--- src/rtl/s2p_pkg.sv ---
`default_nettype none
// +----------------------------------------------------------------------+
// | Package  : s2p_pkg                                                   |
// | Purpose  : Shared state type and default framing constants for the  |
// |            serial-to-parallel deframer and its serializer partner.   |
// | Revision : 1.0 - initial release                                     |
// +----------------------------------------------------------------------+
package s2p_pkg;

  typedef enum logic [0:0] {
    HUNT   = 1'b0,
    LOCKED = 1'b1
  } state_t;

  localparam int unsigned      c_WIDTH       = 16;
  localparam logic [15:0]      c_SYNC_WORD   = 16'hCCCC;
  localparam int unsigned      c_FRAME_WORDS = 4;

  // Counter width able to hold values 0..n-1, never narrower than one bit.
  function automatic int unsigned cnt_width(input int unsigned n);
    return (n < 2) ? 1 : $clog2(n);
  endfunction

endpackage
`default_nettype wire

--- src/rtl/s2p_deframer_if.sv ---
`default_nettype none
// +----------------------------------------------------------------------+
// | Interface: s2p_deframer_if                                           |
// | Purpose  : Valid/ready word output of the deframer, with a           |
// |            start-of-frame tag travelling alongside the data.         |
// | Revision : 1.0 - initial release                                     |
// +----------------------------------------------------------------------+
interface s2p_deframer_if
  import s2p_pkg::*;
#(
  parameter int unsigned WIDTH = c_WIDTH
);

  logic [WIDTH-1:0] o_data;
  logic             o_valid;
  logic             o_sof;
  logic             i_ready;

  // Producer side: the deframer drives the word and samples ready.
  modport master (output o_data, output o_valid, output o_sof, input i_ready);

  // Consumer side: receives the word and drives ready.
  modport slave  (input o_data, input o_valid, input o_sof, output i_ready);

endinterface
`default_nettype wire

--- src/rtl/s2p_shift_cnt.sv ---
`default_nettype none
// +----------------------------------------------------------------------+
// | Module   : s2p_shift_cnt                                             |
// | Purpose  : Serial shift register plus the hunt fill counter and the  |
// |            in-word bit counter; flags the last bit of each word.     |
// | Revision : 1.0 - initial release                                     |
// +----------------------------------------------------------------------+
module s2p_shift_cnt
  import s2p_pkg::*;
#(
  parameter int unsigned WIDTH = c_WIDTH
) (
  input  wire logic             i_clk,
  input  wire logic             i_rst_n,
  input  wire logic             i_enable,
  input  wire logic             i_bit,
  input  wire logic             i_resync,
  input  wire logic             i_locked,
  output logic [WIDTH-1:0]      o_sr_next,
  output logic                  o_fill_ok,
  output logic                  o_word_done
);

  localparam int unsigned             c_FILL_W   = cnt_width(WIDTH + 1);
  localparam int unsigned             c_BIT_W    = cnt_width(WIDTH);
  localparam logic [c_FILL_W-1:0]     c_FILL_MAX = c_FILL_W'(WIDTH);
  localparam logic [c_FILL_W-1:0]     c_FILL_OK  = c_FILL_W'(WIDTH - 1);
  localparam logic [c_BIT_W-1:0]      c_BIT_LAST = c_BIT_W'(WIDTH - 1);

  logic [WIDTH-1:0]    r_sr;
  logic [c_FILL_W-1:0] r_fill;
  logic [c_BIT_W-1:0]  r_bit_cnt;

  assign o_sr_next   = {r_sr[WIDTH-2:0], i_bit};
  // Fill already at WIDTH-1 means the incoming bit completes a full window.
  assign o_fill_ok   = (r_fill >= c_FILL_OK);
  assign o_word_done = i_locked & i_enable & (r_bit_cnt == c_BIT_LAST);

  // Shift in qualified bits; a bit arriving with resync is thrown away.
  always_ff @(posedge i_clk or negedge i_rst_n) begin
    if (!i_rst_n) begin
      r_sr <= '0;
    end else if (i_enable && !i_resync) begin
      r_sr <= o_sr_next;
    end
  end

  // Count bits seen while hunting, saturating once a full window exists.
  always_ff @(posedge i_clk or negedge i_rst_n) begin
    if (!i_rst_n) begin
      r_fill <= '0;
    end else if (i_resync || i_locked) begin
      r_fill <= '0;
    end else if (i_enable && (r_fill != c_FILL_MAX)) begin
      r_fill <= r_fill + 1'b1;
    end
  end

  // Track bit position inside the current payload word while locked.
  always_ff @(posedge i_clk or negedge i_rst_n) begin
    if (!i_rst_n) begin
      r_bit_cnt <= '0;
    end else if (i_resync || !i_locked) begin
      r_bit_cnt <= '0;
    end else if (i_enable) begin
      r_bit_cnt <= (r_bit_cnt == c_BIT_LAST) ? '0 : r_bit_cnt + 1'b1;
    end
  end

endmodule
`default_nettype wire

--- src/rtl/s2p_deframer.sv ---
`default_nettype none
// +----------------------------------------------------------------------+
// | Module   : s2p_deframer                                              |
// | Purpose  : Hunts for the sync marker in a serial stream, assembles   |
// |            the following payload words MSB first and hands them out  |
// |            on a valid/ready port with a sticky overflow flag.        |
// | Revision : 1.0 - initial release                                     |
// +----------------------------------------------------------------------+
module s2p_deframer
  import s2p_pkg::*;
#(
  parameter int unsigned       WIDTH       = c_WIDTH,
  parameter logic [WIDTH-1:0]  SYNC_WORD   = c_SYNC_WORD,
  parameter int unsigned       FRAME_WORDS = c_FRAME_WORDS
) (
  input  wire logic             i_clk,
  input  wire logic             i_rst_n,
  input  wire logic             i_S2P,
  input  wire logic             i_enable,
  input  wire logic             i_resync,
  input  wire logic             i_clr_ovf,
  s2p_deframer_if.master        bus,
  output logic                  o_locked,
  output logic                  o_overflow
);

  localparam logic [7:0] c_LAST_WORD = 8'(FRAME_WORDS - 1);

  state_t           r_state;
  state_t           w_state_next;
  logic [7:0]       r_word_cnt;
  logic [7:0]       w_word_cnt_next;
  logic [WIDTH-1:0] w_sr_next;
  logic             w_fill_ok;
  logic             w_word_done;
  logic             w_load;
  logic             w_ovf_set;
  logic [WIDTH-1:0] r_data;
  logic             r_valid;
  logic             r_sof;
  logic             r_overflow;

  s2p_shift_cnt #(
    .WIDTH (WIDTH)
  ) u_shift_cnt (
    .i_clk       (i_clk),
    .i_rst_n     (i_rst_n),
    .i_enable    (i_enable),
    .i_bit       (i_S2P),
    .i_resync    (i_resync),
    .i_locked    (r_state == LOCKED),
    .o_sr_next   (w_sr_next),
    .o_fill_ok   (w_fill_ok),
    .o_word_done (w_word_done)
  );

  // State and word-count registers.
  always_ff @(posedge i_clk or negedge i_rst_n) begin
    if (!i_rst_n) begin
      r_state    <= HUNT;
      r_word_cnt <= '0;
    end else begin
      r_state    <= w_state_next;
      r_word_cnt <= w_word_cnt_next;
    end
  end

  // Next state, word counting and load/drop decisions; resync beats everything.
  always_comb begin
    w_state_next    = r_state;
    w_word_cnt_next = r_word_cnt;
    w_load          = 1'b0;
    w_ovf_set       = 1'b0;
    if (i_resync) begin
      w_state_next    = HUNT;
      w_word_cnt_next = '0;
    end else begin
      case (r_state)
        HUNT: begin
          w_word_cnt_next = '0;
          if (i_enable && w_fill_ok && (w_sr_next == SYNC_WORD)) begin
            w_state_next = LOCKED;
          end
        end
        LOCKED: begin
          if (w_word_done) begin
            if (!r_valid || bus.i_ready) begin
              w_load = 1'b1;
            end else begin
              w_ovf_set = 1'b1;
            end
            if (r_word_cnt == c_LAST_WORD) begin
              w_state_next    = HUNT;
              w_word_cnt_next = '0;
            end else begin
              w_word_cnt_next = r_word_cnt + 8'd1;
            end
          end
        end
        default: begin
          w_state_next    = HUNT;
          w_word_cnt_next = '0;
        end
      endcase
    end
  end

  // Output slot: load a finished word, or retire the held one when accepted.
  always_ff @(posedge i_clk or negedge i_rst_n) begin
    if (!i_rst_n) begin
      r_data  <= '0;
      r_valid <= 1'b0;
      r_sof   <= 1'b0;
    end else if (w_load) begin
      r_data  <= w_sr_next;
      r_valid <= 1'b1;
      r_sof   <= (r_word_cnt == 8'd0);
    end else if (r_valid && bus.i_ready) begin
      r_valid <= 1'b0;
    end
  end

  // Sticky overflow; a new drop wins over a clear on the same edge.
  always_ff @(posedge i_clk or negedge i_rst_n) begin
    if (!i_rst_n) begin
      r_overflow <= 1'b0;
    end else if (w_ovf_set) begin
      r_overflow <= 1'b1;
    end else if (i_clr_ovf) begin
      r_overflow <= 1'b0;
    end
  end

  assign bus.o_data  = r_data;
  assign bus.o_valid = r_valid;
  assign bus.o_sof   = r_sof;
  assign o_locked    = (r_state == LOCKED);
  assign o_overflow  = r_overflow;

endmodule
`default_nettype wire

--- src/flat_wrapper.sv ---
// flat-port wrapper written by rule: the top's interface ports become plain ports
module s2p_deframer_flat import s2p_pkg::*;
#(
  parameter int unsigned       WIDTH       = c_WIDTH,
  parameter logic [WIDTH-1:0]  SYNC_WORD   = c_SYNC_WORD,
  parameter int unsigned       FRAME_WORDS = c_FRAME_WORDS
)
  (i_clk, i_rst_n, i_S2P, i_enable, i_resync, i_clr_ovf, o_locked, o_overflow, bus_o_data, bus_o_valid, bus_o_sof, bus_i_ready);
  s2p_deframer_if #(.WIDTH(WIDTH)) bus_i ();
  input  wire logic i_clk;
  input  wire logic i_rst_n;
  input  wire logic i_S2P;
  input  wire logic i_enable;
  input  wire logic i_resync;
  input  wire logic i_clr_ovf;
  output logic o_locked;
  output logic o_overflow;
  output wire logic [$bits(bus_i.o_data)-1:0] bus_o_data;
  output wire logic [$bits(bus_i.o_valid)-1:0] bus_o_valid;
  output wire logic [$bits(bus_i.o_sof)-1:0] bus_o_sof;
  input wire logic [$bits(bus_i.i_ready)-1:0] bus_i_ready;
  assign bus_o_data = bus_i.o_data;
  assign bus_o_valid = bus_i.o_valid;
  assign bus_o_sof = bus_i.o_sof;
  assign bus_i.i_ready = bus_i_ready;
  s2p_deframer #(.WIDTH(WIDTH), .SYNC_WORD(SYNC_WORD), .FRAME_WORDS(FRAME_WORDS)) u_core (.i_clk(i_clk), .i_rst_n(i_rst_n), .i_S2P(i_S2P), .i_enable(i_enable), .i_resync(i_resync), .i_clr_ovf(i_clr_ovf), .bus(bus_i), .o_locked(o_locked), .o_overflow(o_overflow));
endmodule
--- config.mk ---
export PLATFORM = sky130hd
export DESIGN_NAME = s2p_deframer_flat
export DESIGN_NICKNAME = d
export VERILOG_FILES = /design/src/rtl/s2p_pkg.sv /design/src/rtl/s2p_deframer_if.sv /design/src/rtl/s2p_shift_cnt.sv /design/src/rtl/s2p_deframer.sv /design/src/flat_wrapper.sv
export SDC_FILE = /design/constraint.sdc
export NUM_CORES = 1
export LEC_CHECK = 0
export ABC_AREA = 1
export CORE_MARGIN = 2
export CORE_UTILIZATION = 50
export CTS_BUF_LIST = sky130_fd_sc_hd__clkbuf_4 sky130_fd_sc_hd__clkbuf_8 sky130_fd_sc_hd__clkbuf_16
export CTS_CLUSTER_DIAMETER = 30
export DETAILED_ROUTE_END_ITERATION = 10
export PLACE_DENSITY = 0.72
export SYNTH_ARGS = -nofsm -noshare
export SYNTH_HDL_FRONTEND = slang
export SYNTH_HIERARCHICAL = 1
export SYNTH_SLANG_ARGS = --single-unit
--- constraint.sdc ---
create_clock -name i_clk -period 1.8 [get_ports i_clk]
set_input_delay 0.45 -clock i_clk [delete_from_list [all_inputs] [get_ports i_clk]]
set_output_delay 0.45 -clock i_clk [all_outputs]
set_load 0.01 [all_outputs]
==> results.toml <==
[placed_design]
portBuffers = 26
hpwl_mm = 3.51
gp_congestion = 0.786
place_area_sq_um = 2890

[synth]
synth.distinct_cells = 24
synth_nets = 328
synth_warnings = 6
synth-edff-count = 0
synth_area_sq_um = 2540
synth_cells = 314
synth_most_common_cell = "nand2_1"
yosysTopAreaCell = "dfrtp_1"
ys_top_cells_by_area = "dfrtp_1 51%, nand2_1 16%, nand3_1 9.9%, inv_1 4.6%, ha_1 3.4%"
avgSynthCellArea_sq_um = 8.09
yosysSeqAreaShare_pct = 51.2
synth_flop_cell = "dfrtp_1"
synth-seq-cells = 52
ys_top_cells_by_count = "108 x nand2_1, 52 x dfrtp_1, 50 x nand3_1"
async_reset_ff_share_pct = 100
synth_top_area_share_pct = 51.2

[layout]
fin_area_sq_um = 2990
antennaDiodeCount = 0
final_util_pct = 62.2
final_layout_size_suffix_gt1_share_pct = 9.77
final_nets = 362
fillers = 449
syn_to_final_growth_pct = 17.9
seqCellArea_sq_um = 1300
multiInputGateArea_sq_um = 1040

[sta]
skew_ps = 5.03
hold_slack_ps = 109
min_period_over_period_pct = 97.2
tightest_slew_ps = 513
relSlewSlack_pct = 65.8
clock.fmax_mhz = 572
slew_viol_final = 0
timing.final.crit_period_ps = 1750
rsz0062_at_grt = "no"
tns_ps = 0
finalSetupViolations = 0
final-hold-violation-count = 0

[run_status]
status = "finished, final reports clean"

[critical_path]
startpoint_type = "register"
r2r_end = "u_core/bus.o_data[1]"
slowest_stage = "clkdlybuf4s50_1"
path_cells = "clkdlybuf4s50_1"
critPathTopFamily = "buffers and inverters"
cp_num_cells = 1
cp.arrival_ps = 1300
critPathRequiredTime_ps = 1350
critical_path.max_stage_delay_ps = 550
crit_path_end_kind = "primary output"
r2r_slack_ps = 120
timing.rr.start = "u_core/u_shift_cnt/r_bit_cnt[1]"
r2r_cells = 9
cp_max_fo = 5
crit_type = "register to primary output"
crit_buf_inv = 1

[clock_tree]
cts.reportedPaths.clkPinSlew_ps = 90
clock-root-buffer = "clkbuf_8"
ctsHoldBuffers = 0
cts.sinks = 52
cts_inserted_buffers = 5
clock_latency_ps = 300
tritoncts = "built"
htreeDepth = 2
cts_max_path_buffers = 2

[drt]
drt_wl_total_mm = 4.91
drt-wirelength-per-cell_um = 11.8
viasPerCell = 5.01
ant_nets = 0
vias = 2078
firstDrtPassIters = 4
drcViolationCount = 0
dr.first_iter.drc_count = 146

[die]
coreArea_sq_um = 4820
die_h_um = 75.3
rows = 25
io_pins = 27
die_w_um = 75.3
start_util_pct = 52.7
die_area_sq_um = 5670

[power]
max-vdd-ir-drop_mv = 0.444
pwr_density_cell_nw_per_um2 = 726
p_leak_nw = 1.54

[grt]
antenna_found_initial = 0
grt_max_degree = 23
first_global_vias = 1858
grt_pass1_wl_mm = 8.47
grt-ovfl-total = 0
grt_usage_pct = 19.6

[min_path]
hold_class = "input port to async pin"

[flow_run]
drv_cap = 0
-- report_power, final --
group	leakage (nW)	total (mW)	switching [mW]	internal (mW)
logic	0.788	0.185	0.112	0.0736
registers	0.705	1.31	0.0752	1.24
clock network	0.0473	0.673	0.366	0.307
-- layout make-up --
type | count | area share, %
sequential | 52 | 43.5
clock inverter | 1 | 0.293
inverter | 34 | 4.35
tap | 67 | 2.80
timing repair buffer | 36 | 11.5
multi-input combinational | 219 | 34.9
clock buffer | 6 | 2.76
-- worst max path at each step --
stage	endpoint	slack, ps	from
floorplan	u_core/bus.o_data[1]	230	i_enable
global placement	u_core/r_word_cnt[2]	-200	i_enable
detailed placement	u_core/r_word_cnt[2]	-220	i_enable
CTS	o_locked	50	u_core/o_locked
global route	u_core/r_word_cnt[2]	2	u_core/u_shift_cnt/r_bit_cnt[1]
finish	o_locked	50	u_core/o_locked
-- layout by cell type, fill, tap and decap left out --
cell	synthesis	layout
ha_1	7	7
buf_4	5	9
buf_2	2	1
buf_12	0	1
o21ai_2	4	4
nand2_2	3	3
nor2_2	2	2
inv_4	1	1
clkdlybuf4s50_1	0	25
o21ai_0	5	5
nand3_1	50	49
xor2_1	3	3
clkinv_4	0	1
nand3_2	0	1
or2_2	1	1
nand2_4	1	1
o21ai_1	1	1
inv_2	2	2
o22ai_1	1	1
nor2_1	21	21
dfrtp_2	0	1
inv_1	31	31
nand3b_1	1	1
nor3_1	2	2
a21oi_1	3	3
nand2_1	108	108
nand4_1	6	6
dfrtp_1	52	51
clkbuf_8	0	6
-- metrics by stage --
step / total power, mW / cells / setup WS (ps)
2_1_floorplan: 1.43 / 314 / 230
3_3_place_gp: 1.52 / 407 / -201
3_5_place_dp: 1.52 / 407 / -225
4_1_cts: 2.20 / 414 / 49.3
5_1_grt: 2.28 / 415 / 2.08
6_report: 2.17 / 415 / 50.3
-- cell families after synthesis --
| logic type | Yosys count | synth area share [%] |
|---|---|---|
| and+or+nand+nor | 195 | 33.0 |
| DFF | 52 | 51.2 |
| buffers and inverters | 43 | 7.88 |
| AOI/OAI and AO/OA | 14 | 3.40 |
| adders and majority gates | 7 | 3.45 |
| xor gates and xnor gates | 3 | 1.03 |
-- state kept, by name, indices dropped and copies added, names as in the netlist --
| name | cells |
|---|---|
| u_core/o_locked | 1 |
| u_core/bus.o_valid | 1 |
| u_core/r_word_cnt | 8 |
| u_core/o_overflow | 1 |
| u_core/u_shift_cnt/r_sr | 15 |
| u_core/bus.o_sof | 1 |
| u_core/bus.o_data | 16 |
| u_core/u_shift_cnt/r_bit_cnt | 4 |
| u_core/u_shift_cnt/r_fill | 5 |
-- metal layers --
metal  vias to the layer above  share of wire, %  track usage (%)
met3                         7               4.3             4.42
met2                        41                46             29.8
met1                       966                48             27.7
met4                         0               1.8             7.02
met5                         -                 0                0
li1                       1064                 -                -
-- worst register-to-register path, stage by stage (launching register included) --
cell and delay, ps:
dfrtp_1 400, ha_1 220, nand3_1 100, nor3_1 190, buf_4 160, nand2_2 80
inv_4 70, nand2_4 150, nand2_1 140, o21ai_2 60
-- repair_timing --
item	in CTS	in global routing
resized for setup	1	1
endpoints found under the hold margin	0	0
endpoints found under the setup margin	1	10
pin swaps	0	0
buffers inserted	0	1
Note: power is estimated with default switching activity, not from simulation.
